$ cat src/rtl/timer_tick_ctrl.sv
// Tick/control sequencer for the LSD of a cascaded countdown-digit chain.
// Optional feature: define TIMER_AUTORELOAD_EN to auto-reload after RELOAD_HOLD cycles in EXPIRED.
module timer_tick_ctrl #(
    parameter int unsigned TICK_DIV    = 50_000_000,
    parameter int unsigned CNT_W       = 26,
    parameter int unsigned NUM_DIGITS  = 4,
    parameter int unsigned RELOAD_HOLD = 100
) (
    input  logic clk,
    input  logic rst,
    input  logic startBtn,
    input  logic pauseBtn,
    input  logic timeUp,
    output logic reconfig,
    output logic decLSD,
    output logic running,
    output logic expired
);

    typedef enum logic [2:0] {
        S_IDLE,
        S_LOAD,
        S_SETTLE,
        S_RUN,
        S_PAUSE,
        S_EXPIRED
    } state_t;

    localparam logic [CNT_W-1:0] TERM       = CNT_W'(TICK_DIV - 1);
    localparam int unsigned      SETTLE_CYC = NUM_DIGITS + 1;
    localparam int unsigned      SET_W      = $clog2(SETTLE_CYC + 1);
    localparam logic [SET_W-1:0] SET_LAST   = SET_W'(SETTLE_CYC - 1);

    state_t             state_q, state_d;
    logic [CNT_W-1:0]   presc_q, presc_d;
    logic [SET_W-1:0]   settle_q, settle_d;
    logic               start_q, pause_q;
    logic               start_edge, pause_edge, at_term;

`ifdef TIMER_AUTORELOAD_EN
    localparam int unsigned       HOLD_W    = $clog2(RELOAD_HOLD + 1);
    localparam logic [HOLD_W-1:0] HOLD_LAST = HOLD_W'(RELOAD_HOLD - 1);
    logic [HOLD_W-1:0] hold_q, hold_d;
`endif

    assign start_edge = startBtn & ~start_q;
    assign pause_edge = pauseBtn & ~pause_q;
    assign at_term    = (presc_q == TERM);

    always_ff @(posedge clk or negedge rst) begin
        if (!rst) begin
            state_q  <= S_IDLE;
            presc_q  <= '0;
            settle_q <= '0;
            start_q  <= 1'b0;
            pause_q  <= 1'b0;
        end else begin
            state_q  <= state_d;
            presc_q  <= presc_d;
            settle_q <= settle_d;
            start_q  <= startBtn;
            pause_q  <= pauseBtn;
        end
    end

`ifdef TIMER_AUTORELOAD_EN
    always_ff @(posedge clk or negedge rst) begin
        if (!rst) begin
            hold_q <= '0;
        end else begin
            hold_q <= hold_d;
        end
    end
`endif

    always_comb begin
        state_d = state_q;
        case (state_q)
            S_IDLE:   if (start_edge) state_d = S_LOAD;
            S_LOAD:   state_d = S_SETTLE;
            S_SETTLE: if (settle_q == SET_LAST) state_d = S_RUN;
            S_RUN: begin
                if (timeUp)          state_d = S_EXPIRED;
                else if (start_edge) state_d = S_LOAD;
                else if (pause_edge) state_d = S_PAUSE;
            end
            S_PAUSE: begin
                if (timeUp)          state_d = S_EXPIRED;
                else if (start_edge) state_d = S_LOAD;
                else if (pause_edge) state_d = S_RUN;
            end
            S_EXPIRED: begin
`ifdef TIMER_AUTORELOAD_EN
                if (start_edge || (hold_q == HOLD_LAST)) state_d = S_LOAD;
`else
                if (start_edge) state_d = S_LOAD;
`endif
            end
            default:  state_d = S_IDLE;
        endcase
    end

    always_comb begin
        presc_d  = '0;
        settle_d = '0;
        if ((state_q == S_SETTLE) && (settle_q != SET_LAST)) begin
            settle_d = settle_q + 1'b1;
        end
        case (state_q)
            S_RUN: begin
                if (timeUp || start_edge) begin
                    presc_d = '0;
                end else if (pause_edge) begin
                    // A pause landing on the terminal count keeps the tick just issued and
                    // parks at 0, so resuming cannot re-issue the same decrement.
                    presc_d = at_term ? '0 : presc_q;
                end else begin
                    presc_d = at_term ? '0 : presc_q + 1'b1;
                end
            end
            S_PAUSE: begin
                presc_d = (timeUp || start_edge) ? '0 : presc_q;
            end
            default: presc_d = '0;
        endcase
    end

`ifdef TIMER_AUTORELOAD_EN
    always_comb begin
        hold_d = '0;
        if ((state_q == S_EXPIRED) && (state_d == S_EXPIRED)) begin
            hold_d = hold_q + 1'b1;
        end
    end
`endif

    always_comb begin
        reconfig = (state_q == S_LOAD);
        running  = (state_q == S_RUN);
        expired  = (state_q == S_EXPIRED);
        decLSD   = (state_q == S_RUN) && at_term && !timeUp;
    end

endmodule
$ cat config.mk
export PLATFORM = sky130hd
export DESIGN_NAME = timer_tick_ctrl
export DESIGN_NICKNAME = d
export VERILOG_FILES = /design/src/rtl/timer_tick_ctrl.sv
export SDC_FILE = /design/constraint.sdc
export NUM_CORES = 1
export LEC_CHECK = 0
export ABC_AREA = 1
export CAP_MARGIN = 20
export CORE_MARGIN = 10
export CORE_UTILIZATION = 50
export CTS_CLUSTER_SIZE = 30
export DETAILED_ROUTE_END_ITERATION = 10
export PLACE_DENSITY = 0.68
export SETUP_SLACK_MARGIN = 0.05
export SLEW_MARGIN = 15
export SYNTH_ARGS = -nofsm -noshare
export SYNTH_HDL_FRONTEND = slang
export SYNTH_SLANG_ARGS = --single-unit
$ cat constraint.sdc
create_clock -name clk -period 4.2 [get_ports clk]
set_input_delay 1.26 -clock clk [delete_from_list [all_inputs] [get_ports clk]]
set_output_delay 1.26 -clock clk [all_outputs]
set_load 0.02 [all_outputs]
-- Word-level counts from Yosys, hierarchy flattened
Cells that the tools add are included.
- bitwise logic cells: 4
- $add $sub $neg: 2
- equal/unequal tests: 14
- muxes and demuxes: 16
- reductions and logical operators: 9
- operators by type and width (cell ; count):
    $mux W26 ; 5
    $pmux W26 S2 ; 1
    $mux W3 ; 9
    $add A26 B1 Y26 const B ; 1
    $eq A26 B26 Y1 const B ; 1
    $pmux W3 S5 ; 1
    $eq A3 B3 Y1 const B ; 3
    $ne A4 B2 Y1 const B ; 2
    $eq A3 B2 Y1 const B ; 2
    $ne A2 B2 Y1 const B ; 2
    $ne A4 B4 Y1 const B ; 1
    $reduce_and A4 Y1 ; 1
    $add A3 B1 Y3 const B ; 1
    $eq A3 B1 Y1 const B ; 1
    $logic_and A1 B1 Y1 ; 3
    $logic_not A3 Y1 ; 1
    $ne A3 B3 Y1 const B ; 1
    $and A1 B1 Y1 ; 2
    $ne A2 B1 Y1 const B ; 1
    $not A1 Y1 ; 2
    $reduce_and A2 Y1 ; 1
    $reduce_or A2 Y1 ; 1
    $logic_not A1 Y1 ; 1
    $logic_or A1 B1 Y1 ; 1
- output and inout bits: 4
- input port bits: 5
- flip-flop bits (word level): 34
- logic and storage cells: 50

-- Depth between registers and ports, before layout
- depth after elaboration: 6
- mapped depth: 13
- gate-level depth less buffers: 12

-- Least setup slack after synthesis
No wires, ideal clock.
- path kind: input to output
- start point: in timeUp
- end point: out decLSD
- path buffers: 0
- path slack: 1183 ps
- cell stages on the path: 1
- required time: 2940 ps
- arrival time: 1757 ps
- cells stage by stage: nor3_1
- cells in the longest elaborated chain, start to end: 2
- RTL lines (item ; RTL line ; RTL):
    start: declaration ; 13 ; input logic timeUp,
    $logic_not A1 Y1 ; 141 ; decLSD = (state_q == S_RUN) && at_term && !timeUp;
    $logic_and A1 B1 Y1 ; 141 ;
    end: declaration ; 15 ; output logic decLSD,
Every way passes these cells.

-- Worst setup path in the final report
Ends and elaborated chain as after synthesis.

==> impl_metrics.py <==
metrics = {
    "die": {
        "io_pins": 9,
        "core_um2": 4380,
        "dieArea_um2": 7660,
        "die_h_um": 87.5,
        "rows": 24,
        "initial_utilization": 0.520,
        "die_w_um": 87.5,
    },
    "drt": {
        "drt.antenna.violating_nets": 0,
        "vias_per_cell": 4.99,
        "drc": 0,
        "drt_iter0_markers": 123,
        "drt_wl_total_um": 4970,
        "vias": 2021,
        "drtPass1Iterations": 4,
        "routedWlPerCell_um": 12.3,
    },
    "finish": {
        "layout_common_cells": "135 x nand2_1, 52 x nor2_1, 35 x inv_1",
        "insertedDiodeCount": 0,
        "final_net_count": 360,
        "area.growth.synth_to_final_pct": 8.56,
        "layout-drive-gt1-share": 0.0567,
        "layout_commonest_cell": "nand2_1",
    },
    "pwr": {
        "leakage_nw": 1.26,
        "clkPwrFrac": 0.343,
        "pwr-share-seq": 0.423,
        "pwr-share-comb": 0.234,
        "power_density_nw_per_um2": 350,
        "p_int_uw": 593,
        "p_switching_uw": 273,
        "switching_share": 0.315,
        "ir_drop_v": 0.000297,
    },
    "critical_path": {
        "r2r_slack_ps": 2240,
        "worst-path-buf-inv": 2,
        "cp_top_family": "buffers and inverters",
        "startpoint_type": "input pin",
        "path_common_cell": "clkdlybuf4s50_1",
        "cpPeakStageDelay_ps": 630,
        "path_cells": "clkdlybuf4s50_1 -> nor3_1 -> clkdlybuf4s50_1",
        "arrival_ps": 2520,
        "critical_path_class": "in -> out",
        "cp-end-kind": "primary output",
        "r2r_cells": 12,
        "r2r_end": "presc_q[6]",
        "cp.required_ps": 2940,
        "crit_cells": 3,
        "path_max_fanout": 3,
        "r2r_start": "presc_q[0]",
        "critPathSlowestCell": "clkdlybuf4s50_1",
    },
    "synthesis": {
        "yosys.cell_types.count": 29,
        "synth.avg_cell_area_um2": 6.67,
        "muxShareOfSynthArea": 0,
        "synth_seq_cells": 34,
        "netlist_area_um2": 2280,
        "syn_nets": 350,
        "synthCells": 342,
        "synth_top_family_by_area": "simple AND/OR/NAND/NOR gates",
        "ys_seq_area_frac": 0.373,
        "synth_compound_area_frac": 0.0269,
        "yosys.area_share.adder": 0.0165,
        "synth-simple-area-share": 0.444,
        "synth_xor_area_frac": 0.0538,
        "ys_warn_count": 0,
    },
    "global_routing": {
        "grt_pass1_wl_um": 8850,
        "grt_pass1_vias": 1913,
        "gr-total-overflow": 0,
        "antenna_found_initial": 0,
        "grtUsageTotal": 0.143,
        "grt_max_degree": 35,
    },
    "clock_network": {
        "h-tree-depth": 2,
        "clk_pin_slew_worst_paths_ps": 60,
        "postCtsSetupRepairBufs": 0,
        "cts_resized": 0,
        "ctsHoldBuffers": 0,
        "cts.sinks": 34,
        "insertion_delay_ps": 290,
        "cts_buffers": 5,
        "cts_buffer_depth": 2,
        "cts_tree": "done",
        "cts-root-buf": "clkbuf_8",
    },
    "place": {
        "place_ws_ps": 407,
        "numPortBuffers": 8,
        "place.gp.congestion": 0.878,
        "dpl.hpwl_um": 3640,
    },
    "timing": {
        "slew_headroom": 0.486,
        "fin_crit_sh": 0.900,
        "drv_slew": 0,
        "grt_setup_unrepaired": "no",
        "timing.final.hold_violations": 0,
        "max_freq_mhz": 264,
        "finalCriticalPeriod_ps": 3780,
        "worst_pin_slew_ps": 771,
        "skew_ps": 9.16,
        "holdWs_ps": 464,
        "setup_viol": 0,
        "setup_tns_ps": 0,
        "fin_ws_ps": 419,
    },
    "flow_run": {
        "cap_violations": 0,
    },
    "min_path": {
        "holdCritStartpoint": "settle_q[0]",
        "min_to": "settle_q[0]",
        "hold_path.class": "reg -> reg",
        "holdPathStages": 1,
    },
    "outcome": {
        "status": "completed",
    },
}
==> sequential cells by signal, indices dropped and copies added (netlist names) <==
signal and flops:
pause_q 1, presc_q 26, settle_q 3, start_q 1
state_q 3
==> cell usage after synthesis <==
cell type	instances	area, um2
dfrtp_1	34	851
xnor2_1	3	26.3
nand4_2	1	12.5
ha_1	3	37.5
o2111ai_1	1	8.76
o211ai_1	1	7.51
and2_4	1	8.76
nand3b_1	1	7.51
nand2_1	135	507
nand3_2	1	10.0
nor2_2	1	6.26
buf_6	3	33.8
or2_2	1	6.26
inv_1	35	131
clkinv_1	2	7.51
nor2_1	52	195
o21ai_0	6	30.0
buf_2	1	5.00
nor3_4	1	16.3
nand3_1	20	100
nand4_1	10	62.6
and2_1	2	12.5
a21oi_1	3	15.0
buf_8	1	15.0
inv_2	1	3.75
nor3_2	2	20.0
nand2_2	2	12.5
nor3_1	7	35.0
xor2_1	11	96.3
==> metrics by stage <==
stage / instance area (um2) / power [mW] / instances / utilization
after floorplan: 2280 / 0.518 / 342 / -
after global placement: 2370 / 0.573 / 397 / 0.540
after detailed placement: 2370 / 0.577 / 397 / 0.540
after CTS: 2480 / 0.877 / 405 / 0.565
after global routing: 2480 / 0.929 / 405 / 0.565
final: 2480 / 0.866 / 405 / 0.565
==> kinds of logic (layout without fill, tap and decap cells) <==
logic type | count (synthesis) | in the layout
xor+xnor | 14 | 14
flops | 34 | 34
compound gates | 11 | 11
simple gates | 237 | 237
buf+inv | 43 | 54
fa+ha+maj | 3 | 3
==> worst register-to-register path, cell delays in order (launching register included) <==
cell	delay (ps)
dfrtp_1	410
ha_1	280
nand3_2	140
inv_1	130
nand2_1	60
inv_1	50
nand2_1	60
inv_1	50
nand2_1	60
nand3_1	80
nand2_2	310
nand2_1	170
nand2_1	60
==> worst max-delay path by stage <==
stage | from | to | slack [ps]
after floorplan | timeUp | decLSD | 1180
after global placement | timeUp | decLSD | 430
after detailed placement | timeUp | decLSD | 410
after CTS | timeUp | decLSD | 400
after global routing | timeUp | decLSD | 360
final | timeUp | decLSD | 420
==> power groups by stage <==
stage / clock network [mW] / logic [mW] / registers, mW
floorplan: 0 / 0.149 / 0.369
global placement: 0 / 0.202 / 0.371
detailed placement: 0 / 0.204 / 0.373
CTS: 0.306 / 0.205 / 0.366
global route: 0.323 / 0.236 / 0.370
finish: 0.297 / 0.203 / 0.366
==> layout make-up <==
cell class	count	area, um2
Fill cell	430	1910
Multi-Input combinational cell	265	1230
Sequential cell	34	851
Inverter	38	143
Timing Repair Buffer	8	75.1
Clock buffer	5	68.8
Tap cell	52	65.1
Clock inverter	3	40.0
==> metal layers <==
layer,wire (um),part of all wire,track usage
met1,2430,0.49,0.181
met2,2300,0.46,0.229
met3,150,0.030,0.0371
met4,81,0.016,0.0522
met5,0,0,0
No activity file was read; power rests on OpenSTA's default activity.
